## config.mk

```make
export PLATFORM = sky130hd
export DESIGN_NAME = hid_report_assembler_flat
export DESIGN_NICKNAME = d
export VERILOG_FILES = /design/src/rtl/hid_report_assembler_if.sv /design/src/rtl/hid_report_assembler.sv /design/src/flat_wrapper.sv
export SDC_FILE = /design/constraint.sdc
export NUM_CORES = 1
export LEC_CHECK = 0
export ABC_AREA = 1
export CORE_MARGIN = 10
export CORE_UTILIZATION = 45
export CTS_CLUSTER_SIZE = 10
export DETAILED_ROUTE_END_ITERATION = 8
export PLACE_DENSITY = 0.65
export SYNTH_ARGS = -nofsm -noshare
export SYNTH_HDL_FRONTEND = slang
export SYNTH_SLANG_ARGS = --single-unit
```

## constraint.sdc

```tcl
create_clock -name clk_i -period 2 [get_ports clk_i]
set_input_delay 0.6 -clock clk_i [delete_from_list [all_inputs] [get_ports clk_i]]
set_output_delay 0.6 -clock clk_i [all_outputs]
set_load 0.05 [all_outputs]
```

## src/rtl/hid_report_assembler_if.sv

```systemverilog
// Byte-stream handshake between the USB/host byte source and the HID report assembler.
// A byte moves on a cycle where byte_valid and byte_ready are both high.
interface hid_report_assembler_if;
    logic [7:0] byte_in;
    logic       byte_valid;
    logic       frame_start;
    logic       byte_ready;

    modport master (output byte_in, output byte_valid, output frame_start, input byte_ready);
    modport slave  (input byte_in, input byte_valid, input frame_start, output byte_ready);
endinterface

```

## src/rtl/hid_report_assembler.sv

```systemverilog
// Assembles 8-byte HID boot-protocol keyboard reports, publishes key slots 2..5 atomically
// and serializes newly pressed keys as single-cycle press events.
//
// state   | meaning
// IDLE    | waiting for a byte flagged frame_start
// COLLECT | storing bytes 1..7, watching the inter-byte timeout
// COMMIT  | one cycle: publish the report or flag rollover, build the pending-press mask
// PRESS   | emit one pending press per cycle, lowest slot first
module hid_report_assembler #(
    parameter int unsigned TIMEOUT = 4096,
    parameter int unsigned CNT_W   = 16
) (
    input  logic                  clk_i,
    input  logic                  reset_ni,
    hid_report_assembler_if.slave bus,
    output logic [7:0]            keycode_1_o,
    output logic [7:0]            keycode_2_o,
    output logic [7:0]            keycode_3_o,
    output logic [7:0]            keycode_4_o,
    output logic [7:0]            modifiers_o,
    output logic                  report_strobe_o,
    output logic                  press_valid_o,
    output logic [7:0]            press_code_o,
    output logic                  rollover_err_o,
    output logic                  timeout_err_o,
    output logic [CNT_W-1:0]      report_count_o
);
    localparam int unsigned     TO_W    = (TIMEOUT > 2) ? $clog2(TIMEOUT) : 1;
    localparam logic [TO_W-1:0] TO_LAST = TO_W'(TIMEOUT - 1);

    typedef enum logic [1:0] {IDLE, COLLECT, COMMIT, PRESS} state_e;

    state_e           state_q, state_d;
    logic [2:0]       idx_q, idx_d;
    logic [TO_W-1:0]  to_q, to_d;
    logic [7:0]       frame_q [8];
    logic [7:0]       frame_d [8];
    logic [7:0]       kc_q [4];
    logic [7:0]       kc_d [4];
    logic [7:0]       mod_q, mod_d;
    logic [CNT_W-1:0] cnt_q, cnt_d;
    logic             roll_q, roll_d;
    logic [3:0]       mask_q, mask_d;
    logic             strobe_q, strobe_d;
    logic             pv_q, pv_d;
    logic [7:0]       pc_q, pc_d;
    logic             to_err_q, to_err_d;
    logic             xfer, rollover, found;
    logic [3:0]       pending;

    always_ff @(posedge clk_i) begin
        if (!reset_ni) begin
            state_q  <= IDLE;
            idx_q    <= '0;
            to_q     <= '0;
            for (int i = 0; i < 8; i++) frame_q[i] <= '0;
            for (int i = 0; i < 4; i++) kc_q[i] <= '0;
            mod_q    <= '0;
            cnt_q    <= '0;
            roll_q   <= 1'b0;
            mask_q   <= '0;
            strobe_q <= 1'b0;
            pv_q     <= 1'b0;
            pc_q     <= '0;
            to_err_q <= 1'b0;
        end else begin
            state_q  <= state_d;
            idx_q    <= idx_d;
            to_q     <= to_d;
            frame_q  <= frame_d;
            kc_q     <= kc_d;
            mod_q    <= mod_d;
            cnt_q    <= cnt_d;
            roll_q   <= roll_d;
            mask_q   <= mask_d;
            strobe_q <= strobe_d;
            pv_q     <= pv_d;
            pc_q     <= pc_d;
            to_err_q <= to_err_d;
        end
    end

    always_comb begin
        state_d  = state_q;
        idx_d    = idx_q;
        to_d     = to_q;
        frame_d  = frame_q;
        kc_d     = kc_q;
        mod_d    = mod_q;
        cnt_d    = cnt_q;
        roll_d   = roll_q;
        mask_d   = mask_q;
        strobe_d = 1'b0;
        pv_d     = 1'b0;
        pc_d     = pc_q;
        to_err_d = 1'b0;
        found    = 1'b0;
        xfer     = bus.byte_valid & bus.byte_ready;

        rollover = 1'b1;
        for (int i = 2; i < 8; i++) begin
            if (frame_q[i] != 8'h01) rollover = 1'b0;
        end
        // A slot is a new press only if its code is absent from all four currently published codes.
        for (int i = 0; i < 4; i++) begin
            pending[i] = (frame_q[i+2] != 8'h00) && (frame_q[i+2] != kc_q[0]) &&
                         (frame_q[i+2] != kc_q[1]) && (frame_q[i+2] != kc_q[2]) &&
                         (frame_q[i+2] != kc_q[3]);
        end

        case (state_q)
            IDLE: begin
                if (xfer && bus.frame_start) begin
                    frame_d[0] = bus.byte_in;
                    idx_d      = 3'd1;
                    to_d       = '0;
                    state_d    = COLLECT;
                end
            end
            COLLECT: begin
                if (xfer) begin
                    to_d = '0;
                    if (bus.frame_start) begin
                        frame_d[0] = bus.byte_in;
                        idx_d      = 3'd1;
                    end else begin
                        frame_d[idx_q] = bus.byte_in;
                        idx_d          = idx_q + 3'd1;
                        if (idx_q == 3'd7) state_d = COMMIT;
                    end
                end else if (to_q == TO_LAST) begin
                    to_err_d = 1'b1;
                    to_d     = '0;
                    idx_d    = '0;
                    state_d  = IDLE;
                end else begin
                    to_d = to_q + TO_W'(1);
                end
            end
            COMMIT: begin
                idx_d = '0;
                if (rollover) begin
                    roll_d  = 1'b1;
                    state_d = IDLE;
                end else begin
                    for (int i = 0; i < 4; i++) kc_d[i] = frame_q[i+2];
                    mod_d    = frame_q[0];
                    cnt_d    = cnt_q + CNT_W'(1);
                    roll_d   = 1'b0;
                    strobe_d = 1'b1;
                    mask_d   = pending;
                    state_d  = (pending != 4'b0) ? PRESS : IDLE;
                end
            end
            PRESS: begin
                for (int i = 0; i < 4; i++) begin
                    if (mask_q[i] && !found) begin
                        found     = 1'b1;
                        pv_d      = 1'b1;
                        pc_d      = kc_q[i];
                        mask_d[i] = 1'b0;
                    end
                end
                if (mask_d == 4'b0) state_d = IDLE;
            end
            default: state_d = IDLE;
        endcase
    end

    assign bus.byte_ready   = (state_q == IDLE) || (state_q == COLLECT);
    assign keycode_1_o      = kc_q[0];
    assign keycode_2_o      = kc_q[1];
    assign keycode_3_o      = kc_q[2];
    assign keycode_4_o      = kc_q[3];
    assign modifiers_o      = mod_q;
    assign report_strobe_o  = strobe_q;
    assign press_valid_o    = pv_q;
    assign press_code_o     = pc_q;
    assign rollover_err_o   = roll_q;
    assign timeout_err_o    = to_err_q;
    assign report_count_o   = cnt_q;
endmodule

```

## src/flat_wrapper.sv

```systemverilog
// flat-port wrapper written by rule: the top's interface ports become plain ports
module hid_report_assembler_flat 
#(
    parameter int unsigned TIMEOUT = 4096,
    parameter int unsigned CNT_W   = 16
)
  (clk_i, reset_ni, keycode_1_o, keycode_2_o, keycode_3_o, keycode_4_o, modifiers_o, report_strobe_o, press_valid_o, press_code_o, rollover_err_o, timeout_err_o, report_count_o, bus_byte_in, bus_byte_valid, bus_frame_start, bus_byte_ready);
  hid_report_assembler_if bus_i ();
  input  logic clk_i;
  input  logic reset_ni;
  output logic [7:0] keycode_1_o;
  output logic [7:0] keycode_2_o;
  output logic [7:0] keycode_3_o;
  output logic [7:0] keycode_4_o;
  output logic [7:0] modifiers_o;
  output logic report_strobe_o;
  output logic press_valid_o;
  output logic [7:0] press_code_o;
  output logic rollover_err_o;
  output logic timeout_err_o;
  output logic [CNT_W-1:0] report_count_o;
  input wire logic [$bits(bus_i.byte_in)-1:0] bus_byte_in;
  input wire logic [$bits(bus_i.byte_valid)-1:0] bus_byte_valid;
  input wire logic [$bits(bus_i.frame_start)-1:0] bus_frame_start;
  output wire logic [$bits(bus_i.byte_ready)-1:0] bus_byte_ready;
  assign bus_i.byte_in = bus_byte_in;
  assign bus_i.byte_valid = bus_byte_valid;
  assign bus_i.frame_start = bus_frame_start;
  assign bus_byte_ready = bus_i.byte_ready;
  hid_report_assembler #(.TIMEOUT(TIMEOUT), .CNT_W(CNT_W)) u_core (.clk_i(clk_i), .reset_ni(reset_ni), .bus(bus_i), .keycode_1_o(keycode_1_o), .keycode_2_o(keycode_2_o), .keycode_3_o(keycode_3_o), .keycode_4_o(keycode_4_o), .modifiers_o(modifiers_o), .report_strobe_o(report_strobe_o), .press_valid_o(press_valid_o), .press_code_o(press_code_o), .rollover_err_o(rollover_err_o), .timeout_err_o(timeout_err_o), .report_count_o(report_count_o));
endmodule
```

### After elaboration in Yosys (flattened, before gate mapping)

Index checks and enable logic that the tools add are counted.

* output and inout bits: 69
* bits of input ports: 12
* bits in registers: 153
* logic and storage cells: 172

* order comparisons: 2
* equality and inequality tests: 34
* reductions and logical operators: 47
* $add $sub $neg: 3
* bitwise logic cells: 6
* multiplexer cells: 57

Operator list (count)
* $ne A8 B8 Y1: 16
* $bwmux W64: 1
* $mux W64: 1
* $mux W56: 1
* $mux W8: 7
* $ne A8 B1 Y1 const B: 6
* $mux W12: 3
* $reduce_bool A8 Y1: 4
* $mux W1: 25
* $demux W8 S3: 1
* $pmux W12 S2: 1
* $logic_and A1 B1 Y1: 21
* $add A16 B1 Y16 const B: 1
* $mux W2: 8
* $pmux W8 S2: 1
* $add A12 B1 Y12 const B: 1
* $eq A12 B12 Y1 const B: 1
* $mux W3: 4
* $reduce_and A2 Y1: 6
* $pmux W3 S3: 1
* $reduce_and A3 Y1: 3
* $pmux W2 S4: 1
* $pmux W4 S2: 1
* $reduce_bool A4 Y1: 2
* 22 further kinds: 32

### Depth between registers and ports, before layout

Gate-level depths: netlist of run 1.

* depth after elaboration: 17
* mapped depth: 15

### Least setup slack after synthesis of run 1

Ideal clock, no wire load.

* kind: register to register
* from: reg u_core.cnt_q[0] (netlist: u_core.report_count_o[0])
* to: reg u_core.cnt_q[10] (netlist: u_core.report_count_o[10])
* cell stages (with the launch flop): 9
* clock period less this slack: 1.863 ns
* path buffers: 0
* arrival time: 1.746 ns
* path slack: 0.137 ns
* path through: dfxtp_1 -> ha_1 -> inv_1 -> nor4_1 -> nand2_1 -> nor3_1 -> nand3_1 -> nand2_1 -> a21oi_1

* word-level cells in the longest chain between the ends: 1

RTL lines
* start, declared: line hid_report_assembler.sv:41 `logic [CNT_W-1:0] cnt_q, cnt_d;`
* start signal, assigned: line hid_report_assembler.sv:73 `cnt_q <= cnt_d;`
* $add A16 B1 Y16: line hid_report_assembler.sv:148 `cnt_d = cnt_q + CNT_W'(1);`

No other way between the ends.
A chain may end at the register's enable or synchronous reset.

### Final worst setup path of run 1

* from: reg u_core.kc_q, in the netlist u_core.keycode_4_o[0]
* to: out keycode_4_o[0]

RTL lines
* start, declared: line hid_report_assembler.sv:38 `logic [7:0] kc_q [4];`
* start signal, assigned: line hid_report_assembler.sv:71 `kc_q <= kc_d;`
* end, declared: line flat_wrapper.sv:14 `output logic [7:0] keycode_4_o;`

No word-level cell between the ends.

==> impl_metrics.csv, run 1 <==
group,metric,value,unit
yosys,avgSynthCellArea,6.90,µm²
sta,skew,0.0102,ns
yosys,synth_nets,1182,
die,die_width,154,µm
setup_path,critical_path_peak_fanout,6,
sta,max_freq,512,MHz
routing,wl_per_cell,16.9,µm
routing,num_vias,8139,
power,total_leakage_power,4.37,nW
sta,finalCritPeriodShare,97.7,%
clock_tree,ctsLongestPathBuffers,2,
sta,finalMaxSlewViolations,0,
setup_path,crit_type,"reg -> out",
power,power,6.70,mW
setup_path,required,1.40,ns
yosys,syn_area,8020,µm²
grt,grt_usage,21.0,%
die,rows,48,
sta,setup_viol,0,
yosys,netlist_instances,1162,
die,core,17400,µm²
placed_design,dp_slack,-0.296,ns
setup_path,crit_arrival,1.35,ns
cells_and_area,fin_area,10500,µm²
cells_and_area,diodes,0,
clock_tree,clock-root-buffer,"clkbuf_16",
yosys,synth.ff_latch_count,145,
power,ir_drop,625,µV
cells_and_area,regMostFlops,"u_core.frame_q",
yosys,synth.area.top_cells,"dfxtp_1, nand2_1, xnor2_1",
sta,min_period,1.95,ns
grt,grt_pass1_vias,7530,
routing,drt_wl_total,26000,µm
power,p_per_area,637,nW/µm²
routing,drc,0,
yosys,yosysWarnings,0,
cells_and_area,fin_util,60.6,%
yosys,synth.top_cell.area_share,36.2,%
cells_and_area,largest_reg_flops,56,
sta,worst_slack,0.0456,ns
power,pwr-share-seq,44.5,%
sta,finalHoldViolCount,0,
setup_path,endpoint_kind,"output pin",
cells_and_area,syn_to_final_growth,31.1,%
power,p_comb_share,10.8,%
clock_tree,clk_latency,0.43,ns
min_path,min_path_type,"reg -> reg",
sta,worst_pin_slew,0.546,ns
status,outcome,"complete, no violations",
yosys,ys_seq_area_share,36.2,%
die,io_pins,81,
placed_design,post_dp_cell_area,9850,µm²
clock_tree,numCtsBuffers,17,
die,dieArea,23600,µm²
grt,grt_pass1_wl,40500,µm
yosys,synth_area_leader_cell,"dfxtp_1",
clock_tree,cts_tree,"done",
routing,postRouteAntennaNets,0,
power,switching_power,1.83,mW
placed_design,portBuffers,80,
clock_tree,htreeDepth,4,
clock_tree,cts.hold.buffers_added,0,
power,power.internal,4.87,mW
die,die_h,154,µm
routing,first_iter_violations,714,
clock_tree,cts_sinks,145,
routing,dr.pass1.iters,9,
grt,gr-total-overflow,0,
yosys,yosysUniqueCellTypes,44,
sta,relSlewSlack,63.6,%
power,pwr-share-clk,44.7,%
routing,avgViaCountPerCell,5.28,
sta,finalSetupTns,0,ns
placed_design,dp.final_hpwl,19000,µm
cells_and_area,drive_gt1_share,21.6,%
grt,grt_max_degree,94,
power,switching_share,27.3,%
setup_path,startpoint_type,"register",
die,start_util,46.2,%
grt,grt_antenna_before_repair,0,
clock_tree,cts.reportedPaths.clkPinSlew,0.06,ns
run,cap_violations,0,
cells_and_area,fin_nets,1324,
placed_design,gp_congestion,0.955,
==> synth_stat cells (all sizes together) <==
cell,count
nor2,125
a21boi,1
nand3,42
a31oi,4
a211oi,1
or2,1
a21oi,93
o211ai,7
nand4,21
dfxtp,145
o21ai,96
o22ai,25
xor2,8
clkbuf,49
and3,2
nor4,7
buf,19
clkinv,1
nand2,291
nor3,24
nor3b,1
ha,8
o221ai,2
inv,112
o221a,1
xnor2,75
o21a,1
==> cell usage in the layout, fill, tap and decap left out, types with 2 or more instances in the layout <==
master,count
inv_2,18
dfxtp_2,8
clkbuf_16,17
xor2_1,8
inv_1,92
nor2_4,3
nand3_1,41
ha_4,2
nand4_1,21
nor3_1,23
o22ai_1,5
a31oi_1,4
nor4_2,2
nand2_2,3
clkbuf_1,2
o211ai_1,7
nand2_1,288
nor2_2,5
nor4_1,4
nor2_1,116
o21ai_1,8
o21ai_0,87
o22ai_2,20
inv_6,7
clkdlybuf4s50_1,10
buf_4,143
clkinvlp_4,5
dfxtp_1,136
xnor2_1,75
o221ai_1,2
a21oi_1,91
ha_1,5
and3_1,2
buf_12,36
==> repair_timing <==
item	in CTS	in global routing
pin swaps	2	3
setup buffers	2	5
setup endpoints to repair	1	25
hold endpoints to repair	0	0
resized for setup	12	19
==> worst max-delay path, stage by stage, from the launching register on <==
cell     delay (ns)
dfxtp_1        0.57
buf_4          0.22
buf_12         0.13
==> cell families after synthesis <==
family                   share of synthesized area [%]
AND/OR/NAND/NOR                                   27.1
buffers and inverters                             9.34
adder cells (fa/ha/maj)                           1.25
AO/OA/AOI/OAI                                     17.1
flip-flops                                        36.2
XOR/XNOR                                          9.06
==> per-stage QoR <==
step	cells	hold WS [ns]
final	1542	0.450
after global routing	1542	0.478
after CTS	1537	0.454
after detailed placement	1504	0.424
after global placement	1504	0.438
after floorplan	1162	0.414
==> layer usage <==
| metal | vias up | part of all wire (%) | GRT usage (%) |
|---|---|---|---|
| met1 | 3776 | 43 | 26.0 |
| li1 | 4036 | - | - |
| met3 | 33 | 7.0 | 4.63 |
| met2 | 294 | 49 | 36.1 |
| met4 | 0 | 1.5 | 5.40 |
| met5 | - | 0 | 0 |
==> worst paths after layout <==
path | slack (ns) | cells after the start | from | endpoint
max | 0.05 | 2 | u_core.keycode_4_o[0] | keycode_4_o[0]
min | 0.45 | 2 | u_core.frame_q[56] | u_core.modifiers_o[0]
max reg2reg | 0.12 | 15 | u_core.to_q[0] | u_core.state_q[1]
min reg2reg | 0.45 | 2 | u_core.frame_q[56] | u_core.modifiers_o[0]
==> final cells by class <==
class                      count  area (µm²)
tap                          225         282
timing repair buffer         191        1910
multi-input combinational    836        4430
inverter                     113         432
clock inverter                12        98.8
sequential                   145        2920
fill                        1608        6840
clock buffer                  20         447
==> power by group through the flow <==
stage	sequential, mW	clock (mW)	combinational, mW
final	2.98	3.00	0.723
after global routing	2.99	3.14	0.793
after CTS	2.98	3.03	0.684
after detailed placement	3.04	0	0.646
after global placement	3.04	0	0.636
after floorplan	3.03	0	0.386
No activity file was read; power rests on OpenSTA's default activity.
==> run 2, diff against run 1 <==
--- a/config.mk
+++ b/config.mk
@@ -10,7 +10,9 @@
 export CORE_UTILIZATION = 45
 export CTS_CLUSTER_SIZE = 10
 export DETAILED_ROUTE_END_ITERATION = 8
+export GPL_TIMING_DRIVEN = 1
 export PLACE_DENSITY = 0.65
+export SLEW_MARGIN = 20
 export SYNTH_ARGS = -nofsm -noshare
 export SYNTH_HDL_FRONTEND = slang
 export SYNTH_SLANG_ARGS = --single-unit
==> results of run 2 <==
The final DEF is identical to that of run 1; final timing and power are the same.
==> run 3, diff against run 2 <==
--- a/config.mk
+++ b/config.mk
@@ -11,7 +11,7 @@
 export CTS_CLUSTER_SIZE = 10
 export DETAILED_ROUTE_END_ITERATION = 8
 export GPL_TIMING_DRIVEN = 1
-export PLACE_DENSITY = 0.65
+export PLACE_DENSITY = 0.63
 export SLEW_MARGIN = 20
 export SYNTH_ARGS = -nofsm -noshare
 export SYNTH_HDL_FRONTEND = slang
==> impl_metrics.csv, run 3 (synthesis gave the netlist of run 1 again) <==
group,metric,value,unit
setup_path,startpoint_type,"register",
clock_tree,cts_tree,"done",
sta,relSlewSlack,65.1,%
sta,min_period,1.96,ns
sta,worst_pin_slew,0.522,ns
die,rows,48,
clock_tree,clk_latency,0.44,ns
power,p_per_area,647,nW/µm²
power,ir_drop,645,µV
cells_and_area,regMostFlops,"u_core.frame_q",
clock_tree,cts.reportedPaths.clkPinSlew,0.07,ns
setup_path,worstReg2RegEnd,"u_core.keycode_1_o[2]",
sta,skew,0.0181,ns
min_path,min_to,"u_core.modifiers_o[0]",
grt,grt_usage,21.1,%
status,outcome,"complete, no violations",
grt,grt_pass1_wl,40600,µm
sta,finalCritPeriodShare,98.1,%
cells_and_area,fin_area,10600,µm²
run,cap_violations,0,
clock_tree,htreeDepth,4,
sta,finalSetupTns,0,ns
clock_tree,numCtsBuffers,17,
power,p_comb_share,10.7,%
setup_path,endpoint_kind,"output pin",
power,pwr-share-clk,45.8,%
power,switching_share,27.3,%
routing,num_vias,8055,
cells_and_area,diodes,0,
setup_path,crit_type,"reg -> out",
min_path,hold_start,"u_core.frame_q[56]",
setup_path,reg2reg_depth,9,
routing,avgViaCountPerCell,5.21,
routing,postRouteAntennaNets,0,
cells_and_area,mostFrequentLayoutCell,"nand2_1",
setup_path,crit_arrival,1.36,ns
grt,gr-total-overflow,0,
grt,grt_max_degree,94,
min_path,min_path_type,"reg -> reg",
placed_design,gp_congestion,0.983,
power,power.internal,4.98,mW
setup_path,ff2ff_setup_slack,0.07,ns
setup_path,rr_startpoint,"u_core.frame_q[10]",
sta,max_freq,510,MHz
power,pwr-share-seq,43.5,%
routing,drt_wl_total,25400,µm
sta,finalMaxSlewViolations,0,
sta,finalHoldViolCount,0,
grt,grt_pass1_vias,7561,
die,die_h,154,µm
routing,drc,0,
placed_design,dp_slack,-0.322,ns
setup_path,slowest_stage,"dfxtp_2",
cells_and_area,fin_util,61.0,%
placed_design,dp.final_hpwl,18800,µm
setup_path,worstPathCellList,"inv_2 > ha_4 > nor2_4 > inv_1 > buf_6",
routing,dr.pass1.iters,6,
setup_path,critical_path_peak_fanout,6,
cells_and_area,mostFrequentLayoutCells,"nand2_1, buf_4, dfxtp_1",
power,switching_power,1.87,mW
sta,worst_slack,0.0373,ns
power,total_leakage_power,4.42,nW
routing,wl_per_cell,16.4,µm
clock_tree,cts.hold.buffers_added,0,
clock_tree,clock-root-buffer,"clkbuf_16",
min_path,hold_depth,2,
setup_path,max_stage_delay,0.35,ns
die,core,17400,µm²
cells_and_area,drive_gt1_share,22.0,%
setup_path,required,1.40,ns
sta,grt_setup_unrepaired,"true",
placed_design,portBuffers,80,
grt,grt_antenna_before_repair,0,
die,dieArea,23600,µm²
routing,first_iter_violations,562,
cells_and_area,fin_nets,1328,
placed_design,post_dp_cell_area,9890,µm²
cells_and_area,syn_to_final_growth,32.0,%
die,io_pins,81,
clock_tree,cts_sinks,145,
die,die_width,154,µm
clock_tree,ctsLongestPathBuffers,2,
die,start_util,46.2,%
sta,setup_viol,0,
cells_and_area,largest_reg_flops,56,
## run 3: cell types whose count changed in the layout (fill, tap and decap cells not counted), moves of 2 or more
| cell | before | now |
|---|---|---|
| dfxtp_1 | 136 | 140 |
| inv_6 | 7 | 5 |
| clkbuf_1 | 2 | 0 |
| nor2_1 | 116 | 113 |
| clkinv_4 | 1 | 4 |
| inv_8 | 0 | 3 |
| buf_4 | 143 | 147 |
| dfxtp_2 | 8 | 4 |
| nor2_4 | 3 | 5 |
| clkinvlp_4 | 5 | 1 |
## run 3: routing by layer
layer  part of all wire, %  vias up  wire length [µm]  GRT usage (%)
li1                      -     4049                 -              -
met1                    43     3647             10900           26.6
met2                    46      303             11800           33.8
met3                   7.6       56              1940           4.85
met4                   3.1        0               782           8.68
met5                     0        -                 0              0
## run 3: worst max path at each step
stage | cells past startpoint | startpoint | slack [ns] | end
floorplan | 8 | u_core.report_count_o[0] | 0.14 | u_core.report_count_o[10]
global placement | 7 | bus_byte_valid | -0.30 | u_core.frame_q[15]
detailed placement | 7 | bus_byte_valid | -0.32 | u_core.frame_q[13]
CTS | 9 | u_core.frame_q[10] | 0.02 | u_core.keycode_2_o[7]
global route | 7 | bus_byte_valid | -0.06 | u_core.frame_q[15]
finish | 5 | u_core.state_q[1] | 0.04 | bus_byte_ready
## run 3: power by group through the flow
| stage | clock, mW | combinational [mW] | sequential, mW |
|---|---|---|---|
| 6_report | 3.14 | 0.732 | 2.98 |
| 4_1_cts | 3.18 | 0.691 | 2.98 |
| 3_5_place_dp | 0 | 0.651 | 3.04 |
| 2_1_floorplan | 0 | 0.386 | 3.03 |
| 3_3_place_gp | 0 | 0.642 | 3.04 |
| 5_1_grt | 3.30 | 0.808 | 2.98 |
## run 3: cell type report
cell class | instances | area, µm²
Sequential cell | 145 | 2910
Fill cell | 1567 | 6770
Multi-Input combinational cell | 836 | 4450
Timing Repair Buffer | 195 | 1940
Tap cell | 225 | 282
Clock inverter | 14 | 146
Clock buffer | 17 | 425
Inverter | 113 | 432
## run 3: repair_timing
item                       4_1_cts  5_1_grt
buffers inserted                 3        2
setup endpoints to repair        1       60
pin swaps                        1        6
hold endpoints to repair         0        0
gates resized for setup         12       22
## run 3: metrics by stage
| step | hold WS [ns] | power, mW | std cells |
|---|---|---|---|
| after floorplan | 0.414 | 3.42 | 1162 |
| after global placement | 0.439 | 3.68 | 1510 |
| after detailed placement | 0.430 | 3.69 | 1510 |
| after CTS | 0.457 | 6.85 | 1543 |
| after global routing | 0.468 | 7.10 | 1545 |
| final | 0.453 | 6.85 | 1545 |
## run 3: worst max-delay path, delay by kind of cell (launching register included)
kind                     cells  cell delay (ns)
buffers and inverters        3             0.27
adder cells (fa/ha/maj)      1             0.19
flip-flops                   1             0.35
AND/OR/NAND/NOR              1             0.13
